--- config.mk ---
export PLATFORM = sky130hd
export DESIGN_NAME = cordic_rot_iter
export DESIGN_NICKNAME = d
export VERILOG_FILES = /design/src/rtl/cordic_rot_iter.sv
export SDC_FILE = /design/constraint.sdc
export NUM_CORES = 1
export LEC_CHECK = 0
export BUFFER_PORTS_ARGS = -buffer_cell sky130_fd_sc_hd__buf_2
export CAP_MARGIN = 20
export CORE_MARGIN = 4
export CORE_UTILIZATION = 50
export CTS_CLUSTER_DIAMETER = 50
export DETAILED_ROUTE_END_ITERATION = 8
export PLACE_DENSITY = 0.74
export REMOVE_ABC_BUFFERS = 1
export SLEW_MARGIN = 30
export SYNTH_ARGS = -nofsm -noshare
export SYNTH_HDL_FRONTEND = slang
export SYNTH_HIERARCHICAL = 1
export SYNTH_SLANG_ARGS = --single-unit
--- constraint.sdc ---
create_clock -name clk -period 4.4 [get_ports clk]
set_clock_uncertainty 0.2 [all_clocks]
set_input_delay 0.22 -clock clk [delete_from_list [all_inputs] [get_ports clk]]
set_output_delay 0.22 -clock clk [all_outputs]
set_load 0.005 [all_outputs]
--- src/rtl/cordic_rot_iter.sv ---
// Iterative rotation-mode CORDIC, one micro-rotation per clock, built on a 16-bit two-level CLA.
// Optional gain compensation stage enabled with `define CORDIC_GAIN_COMP_EN.

module cordic_cla16 (
    input  logic [15:0] a,
    input  logic [15:0] b,
    input  logic        cin,
    output logic [15:0] sum
);
    logic [15:0] g, p, c;
    logic [3:0]  gg, gp, gc;

    always_comb begin
        logic cc;
        g = a & b;
        p = a ^ b;
        for (int k = 0; k < 4; k++) begin
            gg[k] = g[4*k+3] | (p[4*k+3] & g[4*k+2]) | (p[4*k+3] & p[4*k+2] & g[4*k+1])
                  | (p[4*k+3] & p[4*k+2] & p[4*k+1] & g[4*k]);
            gp[k] = &p[4*k +: 4];
        end
        // Second level: group carries straight from group generate/propagate
        gc[0] = cin;
        gc[1] = gg[0] | (gp[0] & cin);
        gc[2] = gg[1] | (gp[1] & gg[0]) | (gp[1] & gp[0] & cin);
        gc[3] = gg[2] | (gp[2] & gg[1]) | (gp[2] & gp[1] & gg[0]) | (gp[2] & gp[1] & gp[0] & cin);
        c = '0;
        for (int k = 0; k < 4; k++) begin
            cc = gc[k];
            for (int j = 0; j < 4; j++) begin
                c[4*k+j] = cc;
                cc = g[4*k+j] | (p[4*k+j] & cc);
            end
        end
        sum = p ^ c;
    end
endmodule

`ifdef CORDIC_GAIN_COMP_EN
module cordic_gain_comp (
    input  logic [15:0] v,
    output logic [15:0] r
);
    // r ~= v/K = v/2 + v/8 - v/64 - v/512 - v/8192, every term truncated, sums wrap
    logic signed [15:0] vs;
    logic [15:0] t1, t3, t6, t9, t13, s0, s1, s2;

    assign vs  = $signed(v);
    assign t1  = vs >>> 1;
    assign t3  = vs >>> 3;
    assign t6  = vs >>> 6;
    assign t9  = vs >>> 9;
    assign t13 = vs >>> 13;

    cordic_cla16 u_add0 (.a(t1), .b(t3),   .cin(1'b0), .sum(s0));
    cordic_cla16 u_sub1 (.a(s0), .b(~t6),  .cin(1'b1), .sum(s1));
    cordic_cla16 u_sub2 (.a(s1), .b(~t9),  .cin(1'b1), .sum(s2));
    cordic_cla16 u_sub3 (.a(s2), .b(~t13), .cin(1'b1), .sum(r));
endmodule
`endif

module cordic_rot_iter #(
    parameter int WIDTH = 16,
    parameter int ITER  = 14
) (
    input  logic             clk,
    input  logic             rst,
    input  logic             in_valid,
    output logic             in_ready,
    input  logic [WIDTH-1:0] x_in,
    input  logic [WIDTH-1:0] y_in,
    input  logic [WIDTH-1:0] z_in,
    output logic             out_valid,
    input  logic             out_ready,
    output logic [WIDTH-1:0] x_out,
    output logic [WIDTH-1:0] y_out,
    output logic [WIDTH-1:0] z_out
);
    localparam logic [3:0] LAST = 4'(ITER - 1);

    typedef enum logic [1:0] {
        S_IDLE = 2'd0,
        S_ITER = 2'd1,
        S_DONE = 2'd2
`ifdef CORDIC_GAIN_COMP_EN
        , S_COMP = 2'd3
`endif
    } state_t;

    state_t           state_q, state_d;
    logic [3:0]       i_q, i_d;
    logic [WIDTH-1:0] x_q, x_d, y_q, y_d, z_q, z_d;
    logic [WIDTH-1:0] x_out_q, x_out_d, y_out_q, y_out_d, z_out_q, z_out_d;

    logic [2:0][WIDTH-1:0] cla_a, cla_b, cla_s;
    logic [2:0]            cla_ci;
    logic [WIDTH-1:0]      x_sh, y_sh, atan_i;
    logic signed [WIDTH-1:0] z_in_s;
    logic                  z_neg, pre_rot;

    function automatic logic [15:0] atan_lut(input logic [3:0] idx);
        case (idx)
            4'd0:  atan_lut = 16'h2000;
            4'd1:  atan_lut = 16'h12E4;
            4'd2:  atan_lut = 16'h09FB;
            4'd3:  atan_lut = 16'h0511;
            4'd4:  atan_lut = 16'h028B;
            4'd5:  atan_lut = 16'h0146;
            4'd6:  atan_lut = 16'h00A3;
            4'd7:  atan_lut = 16'h0051;
            4'd8:  atan_lut = 16'h0029;
            4'd9:  atan_lut = 16'h0014;
            4'd10: atan_lut = 16'h000A;
            4'd11: atan_lut = 16'h0005;
            4'd12: atan_lut = 16'h0003;
            4'd13: atan_lut = 16'h0001;
            default: atan_lut = 16'h0000;
        endcase
    endfunction

    assign x_sh    = $signed(x_q) >>> i_q;
    assign y_sh    = $signed(y_q) >>> i_q;
    assign atan_i  = atan_lut(i_q);
    assign z_neg   = z_q[WIDTH-1];
    assign z_in_s  = $signed(z_in);
    // Angles beyond +/-pi/2 get a half-turn first; exactly +/-pi/2 stays put
    assign pre_rot = (z_in_s > 16'sh4000) || (z_in_s < 16'shC000);

    // Same three adders serve the accept-edge pre-rotation and every micro-rotation
    always_comb begin
        cla_a[0] = x_q;  cla_b[0] = z_neg ? y_sh : ~y_sh;     cla_ci[0] = ~z_neg;
        cla_a[1] = y_q;  cla_b[1] = z_neg ? ~x_sh : x_sh;     cla_ci[1] = z_neg;
        cla_a[2] = z_q;  cla_b[2] = z_neg ? atan_i : ~atan_i; cla_ci[2] = ~z_neg;
        if (state_q == S_IDLE) begin
            if (pre_rot) begin
                cla_a[0] = '0;   cla_b[0] = ~x_in;    cla_ci[0] = 1'b1;
                cla_a[1] = '0;   cla_b[1] = ~y_in;    cla_ci[1] = 1'b1;
                cla_a[2] = z_in; cla_b[2] = 16'h8000; cla_ci[2] = 1'b0;
            end else begin
                cla_a[0] = x_in; cla_b[0] = '0; cla_ci[0] = 1'b0;
                cla_a[1] = y_in; cla_b[1] = '0; cla_ci[1] = 1'b0;
                cla_a[2] = z_in; cla_b[2] = '0; cla_ci[2] = 1'b0;
            end
        end
    end

    for (genvar k = 0; k < 3; k++) begin : g_cla
        cordic_cla16 u_cla (.a(cla_a[k]), .b(cla_b[k]), .cin(cla_ci[k]), .sum(cla_s[k]));
    end

`ifdef CORDIC_GAIN_COMP_EN
    logic [WIDTH-1:0] comp_x, comp_y;
    cordic_gain_comp u_comp_x (.v(x_q), .r(comp_x));
    cordic_gain_comp u_comp_y (.v(y_q), .r(comp_y));
`endif

    always_comb begin
        state_d = state_q;
        i_d     = i_q;
        x_d     = x_q;
        y_d     = y_q;
        z_d     = z_q;
        x_out_d = x_out_q;
        y_out_d = y_out_q;
        z_out_d = z_out_q;
        case (state_q)
            S_IDLE: begin
                if (in_valid) begin
                    state_d = S_ITER;
                    i_d     = 4'd0;
                    x_d     = cla_s[0];
                    y_d     = cla_s[1];
                    z_d     = cla_s[2];
                end
            end
            S_ITER: begin
                x_d = cla_s[0];
                y_d = cla_s[1];
                z_d = cla_s[2];
                i_d = i_q + 4'd1;
                if (i_q == LAST) begin
`ifdef CORDIC_GAIN_COMP_EN
                    state_d = S_COMP;
`else
                    state_d = S_DONE;
                    x_out_d = cla_s[0];
                    y_out_d = cla_s[1];
                    z_out_d = cla_s[2];
`endif
                end
            end
`ifdef CORDIC_GAIN_COMP_EN
            S_COMP: begin
                state_d = S_DONE;
                x_out_d = comp_x;
                y_out_d = comp_y;
                z_out_d = z_q;
            end
`endif
            S_DONE: begin
                if (out_ready) state_d = S_IDLE;
            end
            default: state_d = S_IDLE;
        endcase
    end

    always_ff @(posedge clk or posedge rst) begin
        if (rst) begin
            state_q <= S_IDLE;
            i_q     <= '0;
            x_q     <= '0;
            y_q     <= '0;
            z_q     <= '0;
            x_out_q <= '0;
            y_out_q <= '0;
            z_out_q <= '0;
        end else begin
            state_q <= state_d;
            i_q     <= i_d;
            x_q     <= x_d;
            y_q     <= y_d;
            z_q     <= z_d;
            x_out_q <= x_out_d;
            y_out_q <= y_out_d;
            z_out_q <= z_out_d;
        end
    end

    assign in_ready  = (state_q == S_IDLE);
    assign out_valid = (state_q == S_DONE);
    assign x_out     = x_out_q;
    assign y_out     = y_out_q;
    assign z_out     = z_out_q;
endmodule

# Word level (Yosys, flattened, before mapping)
# Memory sizes are Yosys's and may differ from the RTL's.
# Cells that the tools add are included.
dict set report word_totals {
  reg_bits 102
  rom_bits 224
  inputBits 52
  out_inout_bits 50
  mem_count 1
}
# memory words word_bits read_ports rd_clocked_by_memory_dff wr line
set mem_list {}
lappend mem_list {{(no name shown)} 16 14 1 0 0 102} ;# case (idx)
dict set report op_classes {
  add_sub_neg 1
  n_lt_le_gt_ge 2
  n_eq_ne 6
  shifts 2
  muxes 21
  bitwise 204
  n_reduce_logical 15
}
# op count
set ops {}
lappend ops {{48-bit two-way mux} 3}
lappend ops {{1-bit bitwise AND} 108}
lappend ops {{16-bit two-way mux} 6}
lappend ops {{16-bit one-hot mux with 2 select lines} 3}
lappend ops {{16-bit bitwise XOR} 6}
lappend ops {{1-bit bitwise OR} 81}
lappend ops {{16-bit inverter} 5}
lappend ops {{15-bit bitwise AND} 3}
lappend ops {{4-bit AND reduction} 9}
lappend ops {{32-bit two-way mux} 1}
lappend ops {{16-bit by 4-bit >>> shifter with 16-bit output} 2}
lappend ops {{16-bit > comparator, second input constant} 1}
lappend ops {{16-bit by 15-bit less-than comparator with 1-bit output, second input constant} 1}
lappend ops {{2-bit two-way mux} 4}
lappend ops {{4-bit one-hot mux with 2 select lines} 1}
lappend ops {{2-bit one-hot mux with 3 select lines} 1}
lappend ops {{4-bit by 1-bit adder with 4-bit output, second input constant} 1}
lappend ops {{4-bit equality test, second input constant} 1}
lappend ops {{4-bit two-way mux} 1}
lappend ops {{2-bit != test, second input constant} 2}
lappend ops {{2-bit AND reduction} 2}
lappend ops {{3-bit two-way mux} 1}
lappend ops {{3-bit AND reduction} 1}
lappend ops {{2-bit by 1-bit equality test with 1-bit output, second input constant} 1}
lappend ops {{6 further kinds} 6}

# Longest topological paths before layout
dict set report depth {
  depth_word 22
  ltp_mapped 21
}

# By module
# Netlist, hierarchy kept.
# mod instances cells_each area_each_um2
set modules_own_cells {}
lappend modules_own_cells {cordic_rot_iter 1 685 6974.2}
lappend modules_own_cells {{cordic_cla16 at g_cla[0].u_cla ...} 2 62 604.3}
lappend modules_own_cells {{cordic_cla16 at g_cla[2].u_cla} 1 64 610.6}

# Least setup slack after synthesis
# OpenSTA, ideal clock, no wires.
dict set report synth_path {
  path_type {register to register}
  from {register i_q[0]}
  to {register z_out_q[15], in the netlist z_out[15]}
  arrival_ns 4.577
  required_ns 4.075
  path_slack_ns -0.502
  stages_incl_launch_ff 21
  synth_period_minus_slack_ns 4.902
  cell_sequence {dfrtp_1 -> buf_6 -> buf_6 -> buf_4 -> inv_1 -> ha_1 -> a211oi_1 -> a31oi_1 -> xnor2_1 -> nor2_1 -> ha_1 -> a21oi_2 -> nor2_1 -> o31ai_2 -> or4b_1 -> and2_1 -> fa_1 -> fa_1 -> fa_1 -> xnor2_1 -> mux2_2}
}
# element line
set synth_lines {}
lappend synth_lines {{from (decl)} 91} ;# logic [3:0] i_q, i_d;
lappend synth_lines {{from (signal assigned)} 219} ;# i_q <= i_d;
lappend synth_lines {{to (signal assigned)} 225} ;# z_out_q <= z_out_d;
lappend synth_lines {{to (decl)} 93} ;# logic [WIDTH-1:0] x_out_q, x_out_d, y_out_q, y_out_d, z_out_q, z_out_d;

==> summary.txt <==
status: finished, violations left
failing checks: negative setup slack
vias: 8,366
antenna cells: 0
synth-to-layout area growth: 43.0%
max cap viols: 0
First-pass DRT Iterations: 6
CTS H-tree lvls: 3
synthesized-area fraction occupied by adder cells: 14.2%
DP Wirelength: 21,900 microns
Die Area: 19,800 sq um
worst min path class: input pin to flop
largest net degree at the start of global routing: 66
global placer's final weighted congestion: 0.953
worst hold stages: 5
Slew Viols, Final: 0
Required @ worst endpoint: 4.44 ns
Num CTS Buffers: 9
Netlist cell types: 71
Root Driver: clkbuf_16
slew margin rel.: 42.1%
drt via density: 5.77
share of layout cells above drive strength 1: 52.8%
Syn. warnings: 6
fin crit share: 113%
Initial Util: 51.0%
worst-margin pin slew: 0.866 ns
Worst Reg-to-Reg Cells: 18
row count: 48
CP max FO: 16
#FFs+latches synth: 102
clock latency on the worst-skew pair: 0.36 ns
Critical Setup Path Class: flop to flop
Async SR Flop Fraction: 100%
Reg-to-Reg Start: i_q[0]
I/O Buffers: 101
final-report hold violation count: 0
Hold Crit Start: y_in[15]
R2R setup slack: -0.55 ns
drt wl/cell: 20.4 microns
1st-iter DRT viols: 673
clock-pin slew on the worst setup and hold paths: 0.07 ns
top_reg_cell synth: dfrtp_1
RSZ-0062 raised after global routing: true
final WL: 29,600 microns
io pins: 102
average cell area after synthesis: 10.1 sq um
Placeable Area: 17,200 sq um
antenna violations before repair: 0
gr usage total: 29.6%
crit start category: flop
fin worst setup slack: -0.550 ns
Final min period: 4.95 ns
post-synthesis xor/xnor area fraction: 4.08%
Seq/Total Area, Yosys: 29.0%
Worst EP arrival: 4.99 ns
ANT nets after route: 0
drt drc: 0
Placed Cells: 1,381
Synth Cell Area: 8790 sq um
Hold Path Sink: y_out[15]
FF/Latch Area: 2550 sq um
mux contribution to synthesized area: 22.1%
Sink Count: 102
CTS tree: done
setup TNS: -10.56 ns
chip width: 141 microns
final setup fails: 38
Yosys top cell area share: 29.0%
Finished Layout Cells: 1,450
NumNets Final: 1,350
Syn Inst Count: 873
largest family of logic cells by synthesized area: multiplexers
vias in the first global route: 8,931
Die Y: 141 microns
EDFF count, synth: 0
f_max: 0.202 GHz
Fillers: 1,237
Clock Path Buffers: 2
first-pass GRT wire length: 46,500 microns
Multi-input gate area: 6270 sq um
Overflow after GRT: 0
Compound-Gate Fraction of Synth Area: 14.3%
Worst setup EP type: flop
reg-to-reg endpoint: y_q[15]
Yosys top cell by area: dfrtp_1
Synth Area in Simple Gates: 10.9%
Area contributors post-synth: dfrtp_1 29%, mux2_2 14%, fa_1 8.2%
## worst max-delay path by stage
stage / start / end / slack [ns] / depth (start not counted)
after floorplan: state_q[0] / y_q[15] / -1.43 / 14
after global placement: i_q[0] / y_out[15] / -0.55 / 19
after detailed placement: i_q[1] / y_q[15] / -0.58 / 18
after CTS: i_q[0] / y_q[15] / -0.45 / 19
after global routing: i_q[0] / y_out[15] / -0.62 / 20
final: i_q[0] / y_q[15] / -0.55 / 18
## per-stage QoR
stage	instance area (sq um)	util, %	setup WS [ns]	hold slack, ns
final	12600	72.9	-0.550	0.289
after global routing	12600	72.9	-0.620	0.310
after CTS	12100	70.4	-0.449	0.289
after detailed placement	11300	65.6	-0.585	0.251
after global placement	11300	65.6	-0.554	0.231
after floorplan	8490	-	-1.43	0.175
## worst max-delay path: stages, from the launching register on
cell and delay [ns]:
dfrtp_2 0.45, buf_4 0.16, buf_12 0.15, mux2i_4 0.21
mux4_2 0.48, mux2i_1 0.24, o211ai_1 0.19, ha_1 0.34
a21oi_2 0.16, nor2_2 0.07, o31ai_2 0.26, buf_4 0.17
nor4b_4 0.20, nor2_2 0.07, fa_2 0.35, fa_2 0.35
fa_2 0.36, xnor2_2 0.14, mux2_2 0.27
## what timing repair did
action,CTS,global route
hold buffers,2,0
buffers inserted,44,18
setup endpoints to repair,31,60
gates cloned,1,0
resized for setup,43,97
hold endpoints to repair,65,0
pin swaps,17,27
## layout by cell type (no fill, tap or decap), types with 8 or more instances in the layout
cell type and instances:
inv_2 13, xnor2_1 23, nor2b_1 9, clkbuf_16 9, o211ai_1 8, mux2_4 22
dfrtp_1 101, inv_1 30, a21oi_1 21, nand2b_1 10, buf_2 101, o21ai_1 9
a22o_1 36, mux2_2 91, o21ai_0 19, ha_1 38, nor2_1 34, o22ai_1 14
buf_12 16, buf_4 274, nand2_1 86, xor2_1 15, fa_2 29, mux2i_1 40
## layout make-up
cell class | instances | share of cell area (%)
repair buffers | 397 | 23.6
flip-flops and latches | 102 | 20.3
inverters | 46 | 1.51
clock inverters | 5 | 0.448
multi-input cells | 664 | 49.9
well taps | 225 | 2.24
clock buffers | 11 | 2.01
## per-layer routing
layer	vias up	wire, microns	global-route usage (%)
met5	-	0	0
met4	0	1420	14.7
met3	97	1610	4.14
met2	365	14700	51.3
met1	4060	11900	36.1
li1	3844	-	-
## cells by family (layout without fill, tap and decap cells)
| group | count (synthesis) | after routing |
|---|---|---|
| AND/OR/NAND/NOR | 200 | 200 |
| AO/OA/AOI/OAI | 174 | 174 |
| multiplexers | 171 | 171 |
| buffers and inverters | 107 | 459 |
| flip-flops | 102 | 102 |
| adder cells (fa/ha/maj) | 78 | 78 |
| XOR/XNOR | 41 | 41 |
## synth_stat cells, types with 6 or more instances
cell type  instances
fa_1              36
mux4_2             6
xor2_1            15
nor2b_1           11
clkbuf_1          27
o21ai_0           25
nand3_1            8
xnor2_1           26
buf_1             11
o211ai_1           8
nor3_1             7
mux2_2           109
a21oi_1           26
a221oi_1           8
nand2b_1          12
buf_2             17
nand2_1           86
o221ai_1           7
dfrtp_1          102
inv_1             44
a22oi_1            6
o22ai_1           16
nor2_1            41
mux2i_1           51
a22o_1            36
ha_1              42
## flip-flops by register name, summed over array words and instances, names as in the netlist
name,count
i_q,4
state_q,2
x_out,16
x_q,16
y_out,16
y_q,16
z_out,16
z_q,16
Power is not shown: default switching activity piles up to over one toggle a cycle in this logic, so the estimate is an artifact.
